[src/rtl/alu_pkg.sv]
// Shared ALU definitions: function-code enumeration and the legal-code range
// used to flag illegal operations on the response path.
package alu_pkg;

    localparam int ALU_FUNC_W = 5;
    localparam int ALU_OP_MAX = 11;

    typedef enum logic [ALU_FUNC_W-1:0] {
        ADD  = 5'd1,
        SUB  = 5'd2,
        SLL  = 5'd3,
        SRL  = 5'd4,
        SRA  = 5'd5,
        SEQ  = 5'd6,
        SLT  = 5'd7,
        SLTU = 5'd8,
        XOR  = 5'd9,
        OR   = 5'd10,
        AND  = 5'd11
    } alu_op_e;

    // Code 0 and anything above the last defined op are not real ALU functions.
    function automatic logic op_illegal(input logic [31:0] code);
        return (code == 32'd0) || (code > 32'(ALU_OP_MAX));
    endfunction

endpackage

[src/rtl/rr_arbiter.sv]
// Combinational round-robin arbiter: picks the first asserted request at or
// after ptr, wrapping modulo NUM_REQ.
module rr_arbiter #(
    parameter  int NUM_REQ = 4,
    localparam int IDX_W   = $clog2(NUM_REQ)
) (
    input  logic [NUM_REQ-1:0] req,
    input  logic [IDX_W-1:0]   ptr,
    output logic [NUM_REQ-1:0] grant,
    output logic [IDX_W-1:0]   grant_idx,
    output logic               any
);

    int unsigned pos;

    // Walk the ring from the farthest position back to ptr so that the
    // nearest valid requester is the last (winning) assignment.
    always_comb begin
        any       = 1'b0;
        grant_idx = '0;
        pos       = 32'd0;
        for (int k = NUM_REQ - 1; k >= 0; k--) begin
            pos = 32'(ptr) + 32'(k);
            if (pos >= 32'(NUM_REQ)) begin
                pos = pos - 32'(NUM_REQ);
            end
            if (req[IDX_W'(pos)]) begin
                any       = 1'b1;
                grant_idx = IDX_W'(pos);
            end
        end
    end

    // One-hot view of the winning index.
    for (genvar gi = 0; gi < NUM_REQ; gi++) begin : g_onehot
        assign grant[gi] = any && (grant_idx == IDX_W'(gi));
    end

endmodule

[src/rtl/alu_share_arbiter.sv]
// Shares one external combinational ALU among NUM_REQ requesters with a
// round-robin grant and a single registered response stage.
module alu_share_arbiter
    import alu_pkg::*;
#(
    parameter  int NUM_REQ = 4,
    parameter  int DATA_W  = 32,
    parameter  int FUNC_W  = 5,
    localparam int ID_W    = $clog2(NUM_REQ)
) (
    input  logic                      clk,
    input  logic                      rst_n,
    input  logic [NUM_REQ-1:0]        req_valid,
    output logic [NUM_REQ-1:0]        req_ready,
    input  logic [NUM_REQ*FUNC_W-1:0] req_func,
    input  logic [NUM_REQ*DATA_W-1:0] req_opa,
    input  logic [NUM_REQ*DATA_W-1:0] req_opb,
    output logic [FUNC_W-1:0]         alu_function,
    output logic [DATA_W-1:0]         alu_opa,
    output logic [DATA_W-1:0]         alu_opb,
    input  logic [DATA_W-1:0]         alu_result,
    input  logic                      alu_zero,
    output logic                      rsp_valid,
    input  logic                      rsp_ready,
    output logic [ID_W-1:0]           rsp_id,
    output logic [DATA_W-1:0]         rsp_result,
    output logic                      rsp_zero,
    output logic                      rsp_err,
    output logic [31:0]               op_count
);

    logic [FUNC_W-1:0]  func_arr [NUM_REQ];
    logic [DATA_W-1:0]  opa_arr  [NUM_REQ];
    logic [DATA_W-1:0]  opb_arr  [NUM_REQ];

    logic [ID_W-1:0]    rr_ptr_reg;
    logic [ID_W-1:0]    rr_ptr_next;
    logic [NUM_REQ-1:0] grant;
    logic [ID_W-1:0]    grant_idx;
    logic               grant_any;
    logic               can_accept;
    logic               accept;

    // Unpack the flat request buses into per-requester arrays.
    for (genvar gi = 0; gi < NUM_REQ; gi++) begin : g_unpack
        assign func_arr[gi] = req_func[gi*FUNC_W +: FUNC_W];
        assign opa_arr[gi]  = req_opa[gi*DATA_W +: DATA_W];
        assign opb_arr[gi]  = req_opb[gi*DATA_W +: DATA_W];
    end

    rr_arbiter #(
        .NUM_REQ (NUM_REQ)
    ) u_rr_arbiter (
        .req       (req_valid),
        .ptr       (rr_ptr_reg),
        .grant     (grant),
        .grant_idx (grant_idx),
        .any       (grant_any)
    );

    // A new op may enter when the response slot is empty or draining now.
    assign can_accept  = !rsp_valid || rsp_ready;
    assign accept      = grant_any && can_accept;
    assign req_ready   = can_accept ? grant : '0;
    assign rr_ptr_next = (grant_idx == ID_W'(NUM_REQ - 1)) ? '0 : grant_idx + 1'b1;

    // Steer the granted requester onto the ALU; idle bus is all zeros.
    always_comb begin
        alu_function = '0;
        alu_opa      = '0;
        alu_opb      = '0;
        if (grant_any) begin
            alu_function = func_arr[grant_idx];
            alu_opa      = opa_arr[grant_idx];
            alu_opb      = opb_arr[grant_idx];
        end
    end

    // Response register: capture on accept, otherwise empty when drained.
    always_ff @(posedge clk or negedge rst_n) begin
        if (!rst_n) begin
            rsp_valid  <= 1'b0;
            rsp_id     <= '0;
            rsp_result <= '0;
            rsp_zero   <= 1'b0;
            rsp_err    <= 1'b0;
        end else if (accept) begin
            rsp_valid  <= 1'b1;
            rsp_id     <= grant_idx;
            rsp_result <= alu_result;
            rsp_zero   <= alu_zero;
            rsp_err    <= op_illegal(32'(alu_function));
        end else if (rsp_ready) begin
            rsp_valid  <= 1'b0;
        end
    end

    // Round-robin pointer moves just past the requester that was served.
    always_ff @(posedge clk or negedge rst_n) begin
        if (!rst_n) begin
            rr_ptr_reg <= '0;
        end else if (accept) begin
            rr_ptr_reg <= rr_ptr_next;
        end
    end

    // Saturating count of accepted operations.
    always_ff @(posedge clk or negedge rst_n) begin
        if (!rst_n) begin
            op_count <= '0;
        end else if (accept && (op_count != 32'hFFFF_FFFF)) begin
            op_count <= op_count + 32'd1;
        end
    end

endmodule
[config.mk]
export PLATFORM = sky130hd
export DESIGN_NAME = alu_share_arbiter
export DESIGN_NICKNAME = d
export VERILOG_FILES = /design/src/rtl/alu_pkg.sv /design/src/rtl/rr_arbiter.sv /design/src/rtl/alu_share_arbiter.sv
export SDC_FILE = /design/constraint.sdc
export NUM_CORES = 1
export LEC_CHECK = 0
export CAP_MARGIN = 20
export CORE_AREA = 2 2 176 178
export DETAILED_ROUTE_END_ITERATION = 8
export DIE_AREA = 0 0 178 180
export PLACE_DENSITY = 0.53
export SLEW_MARGIN = 20
export SYNTH_ARGS = -nofsm -noshare
export SYNTH_HDL_FRONTEND = slang
export SYNTH_SLANG_ARGS = --single-unit
[constraint.sdc]
create_clock -name clk -period 1.9 [get_ports clk]
set_input_delay 0.285 -clock clk [delete_from_list [all_inputs] [get_ports clk]]
set_output_delay 0.285 -clock clk [all_outputs]
set_load 0.05 [all_outputs]
==> results.py <==
metrics = {
    "yosys": {
        "summed_instance_area_of_the_synthesized_netlist_um2": 5580,
        "synth_async_sr_flop_share": 1.00,
        "count_leader_synth": "a211oi_1",
        "synth-edff-count": 0,
        "yosys-top-cells-area": "dfrtp_1 32%, a211oi_1 17%, mux2i_1 13%",
        "synth.avg_cell_area_um2": 8.55,
        "postSynthRegisterBits": 71,
        "synth_nets": 974,
        "synth_top_cells_by_count": "130 x a211oi_1, 120 x nand2_1, 73 x mux2i_1",
        "synth_cell_type_count": 45,
        "fraction_of_synthesized_cell_area_taken_by_the_top_area_cell_type": 0.318,
        "seq_area_frac_synth": 0.318,
        "yosys_warnings": 0,
        "synth_largest_area_cell": "dfrtp_1",
        "post_synth_inst_count": 653,
        "yosys_most_used_dff": "dfrtp_1",
    },
    "die": {
        "initial_utilization": 0.185,
        "die_y_um": 180,
        "num_rows": 64,
        "die_area_um2": 32000,
        "floorplan.die.width_um": 178,
        "io-pin-count": 458,
        "core-area_um2": 30200,
    },
    "global_routing": {
        "grt_antenna_before_repair": 2,
        "global_route.overflow_total": 0,
        "largest_net_degree_at_the_start_of_global_routing": 41,
        "global_route_wire_length_before_repair_mm": 49.4,
        "number_of_global_route_vias_before_repair": 7562,
        "grt_total_usage": 0.205,
    },
    "critical_path": {
        "cp_data_arrival_time_ns": 2.34,
        "worstPathMaxFanout": 16,
        "setup.worst_path.class": "reg -> out",
        "required_ns": 1.62,
        "cp-end-kind": "output pin",
        "startpoint_class": "flip-flop",
    },
    "routing": {
        "drt_pass1_iterations": 4,
        "drc": 0,
        "drt_wl_total_mm": 36.1,
        "drt_iter0_markers": 218,
        "wl_per_cell_um": 21.4,
        "detail_route.vias_per_cell": 4.50,
        "antenna_violation_net_count_after_detailed_routing": 0,
        "routed-via-count": 7592,
    },
    "clock_tree": {
        "cts_tree": "yes",
        "clock-sinks": 71,
        "worst_setup_hold_path_clk_slew_ns": 0.06,
        "cts.root.buffer_cell": "clkbuf_16",
        "cts-htree-levels": 3,
        "clk-insertion-delay-late_ns": 0.34,
        "cts_inserted_buffers": 9,
        "cts_max_path_buffers": 2,
    },
    "timing": {
        "hold_violations": 0,
        "timing.final.ws_setup_ns": -0.726,
        "grt_setup_unrepaired": "yes",
        "final-max-slew-violation-count": 0,
        "clock-skew-final_ns": 0.0114,
        "final_period_minus_worst_setup_slack_ns": 2.63,
        "period_share": 1.38,
        "worst_pin_slew_ns": 0.530,
        "timing.final.setup_violations": 75,
        "achievable-frequency_mhz": 381,
        "totalNegativeSetupSlack_ns": -49.23,
        "worst_slew_margin_rel": 0.646,
    },
    "place": {
        "place_inst": 1605,
        "port_buffers": 457,
        "routabilityCongestion": 0.892,
        "detailedPlacementHpwl_mm": 27.2,
    },
    "final_layout": {
        "stdcell_count": 1687,
        "drive_gt1_frac": 0.448,
        "reg_top3": "op_count x32, rsp_result x32",
        "synthToLayoutAreaGrowth_pct": 181,
        "fin_nets": 1605,
    },
    "job": {
        "max_cap_violations": 0,
    },
    "pwr": {
        "leak_pwr_uw": 0.00658,
        "powerDensity_nw_per_um2": 1140,
        "peakVddDrop_uv": 511,
        "fin_total_pwr_uw": 17800,
    },
    "worst_hold_path": {
        "min_path_type": "in -> async",
    },
    "status": {
        "run_status": "complete, but fails checks",
        "failing_checks": "negative setup slack",
    },
}
-- final cells by class --
type,count,area (µm²)
clock buffer,12,267
sequential,71,1810
timing repair buffer,676,7760
fill,2669,14500
antenna,2,5.00
inverter,7,42.5
clock inverter,4,76.3
tap,396,495
multi-input combinational,519,5240
-- power breakdown --
group          leakage [µW]  total [µW]  switching [µW]  internal, µW
sequential         0.000862        1820             120          1700
combinational       0.00555       14000            6950          7090
clock              0.000165        1960             696          1260
-- repair_timing --
item / in CTS / in global routing
cloned: 4 / 14
endpoints found under the hold margin: 16 / 0
pin swaps: 17 / 86
resized for setup: 103 / 176
hold buffers: 1 / 0
endpoints found under the setup margin: 87 / 97
buffers inserted: 9 / 45
-- routing by layer --
layer | track usage | part of all wire
met5 | 0 | 0
met4 | 0.0538 | 0.025
met3 | 0.0476 | 0.077
met2 | 0.356 | 0.50
met1 | 0.254 | 0.40
-- metrics by stage --
step | worst slack (ns) | hold WS (ns) | area (µm²) | utilization
5_1_grt | -0.828 | 0.466 | 15700 | 0.520
3_5_place_dp | -0.936 | 0.262 | 13400 | 0.442
4_1_cts | -0.761 | 0.448 | 14300 | 0.474
2_1_floorplan | -0.436 | -0.0106 | 6530 | -
3_3_place_gp | -0.995 | 0.270 | 13400 | 0.442
6_report | -0.726 | 0.445 | 15700 | 0.520
-- cells by family after synthesis --
family	share of synthesized area
and+or+nand+nor	0.234
xor gates and xnor gates	0.0486
AOI/OAI and AO/OA	0.195
adders and majority gates	0.0112
muxes	0.141
buffers and inverters	0.0529
DFF	0.318
-- critical path, stage by stage, from the launching register on --
cell and delay (ns):
dfrtp_1 0.38, a21oi_2 0.06, o21a_1 0.19, o22a_4 0.31, buf_12 0.19, buf_12 0.17
mux2i_1 0.13, buf_4 0.14, a211oi_4 0.23, buf_12 0.17
-- worst paths after layout --
path | from | to | slack [ns] | cells after the start
max in group asynchronous | rst_n | op_count[1]$_DFFE_PN0P_ | 0.87 | 3
setup / recovery | rr_ptr_reg[1]$_DFFE_PN0P_ | alu_opb[1] | -0.73 | 9
hold / removal | rst_n | rsp_result[11]$_DFFE_PN0P_ | 0.45 | 2
setup reg to reg | rr_ptr_reg[1]$_DFFE_PN0P_ | rsp_err$_DFFE_PN0P_ | -0.35 | 10
hold reg to reg | rsp_result[2]$_DFFE_PN0P_ | rsp_result[2]$_DFFE_PN0P_ | 0.47 | 2
min in group clk | alu_result[28] | rsp_result[28]$_DFFE_PN0P_ | 0.47 | 3
-- cells in the final DEF (no fill, tap or decap), types with 24 or more instances in the layout --
cell type	count
mux2i_2	26
nand2_1	118
mux2i_1	45
and2_4	24
a211oi_4	89
buf_6	46
buf_4	145
clkdlybuf4s50_1	349
a211oi_2	39
and2_1	47
dfrtp_1	48
buf_12	94
Note: power is estimated with default switching activity, not from simulation.
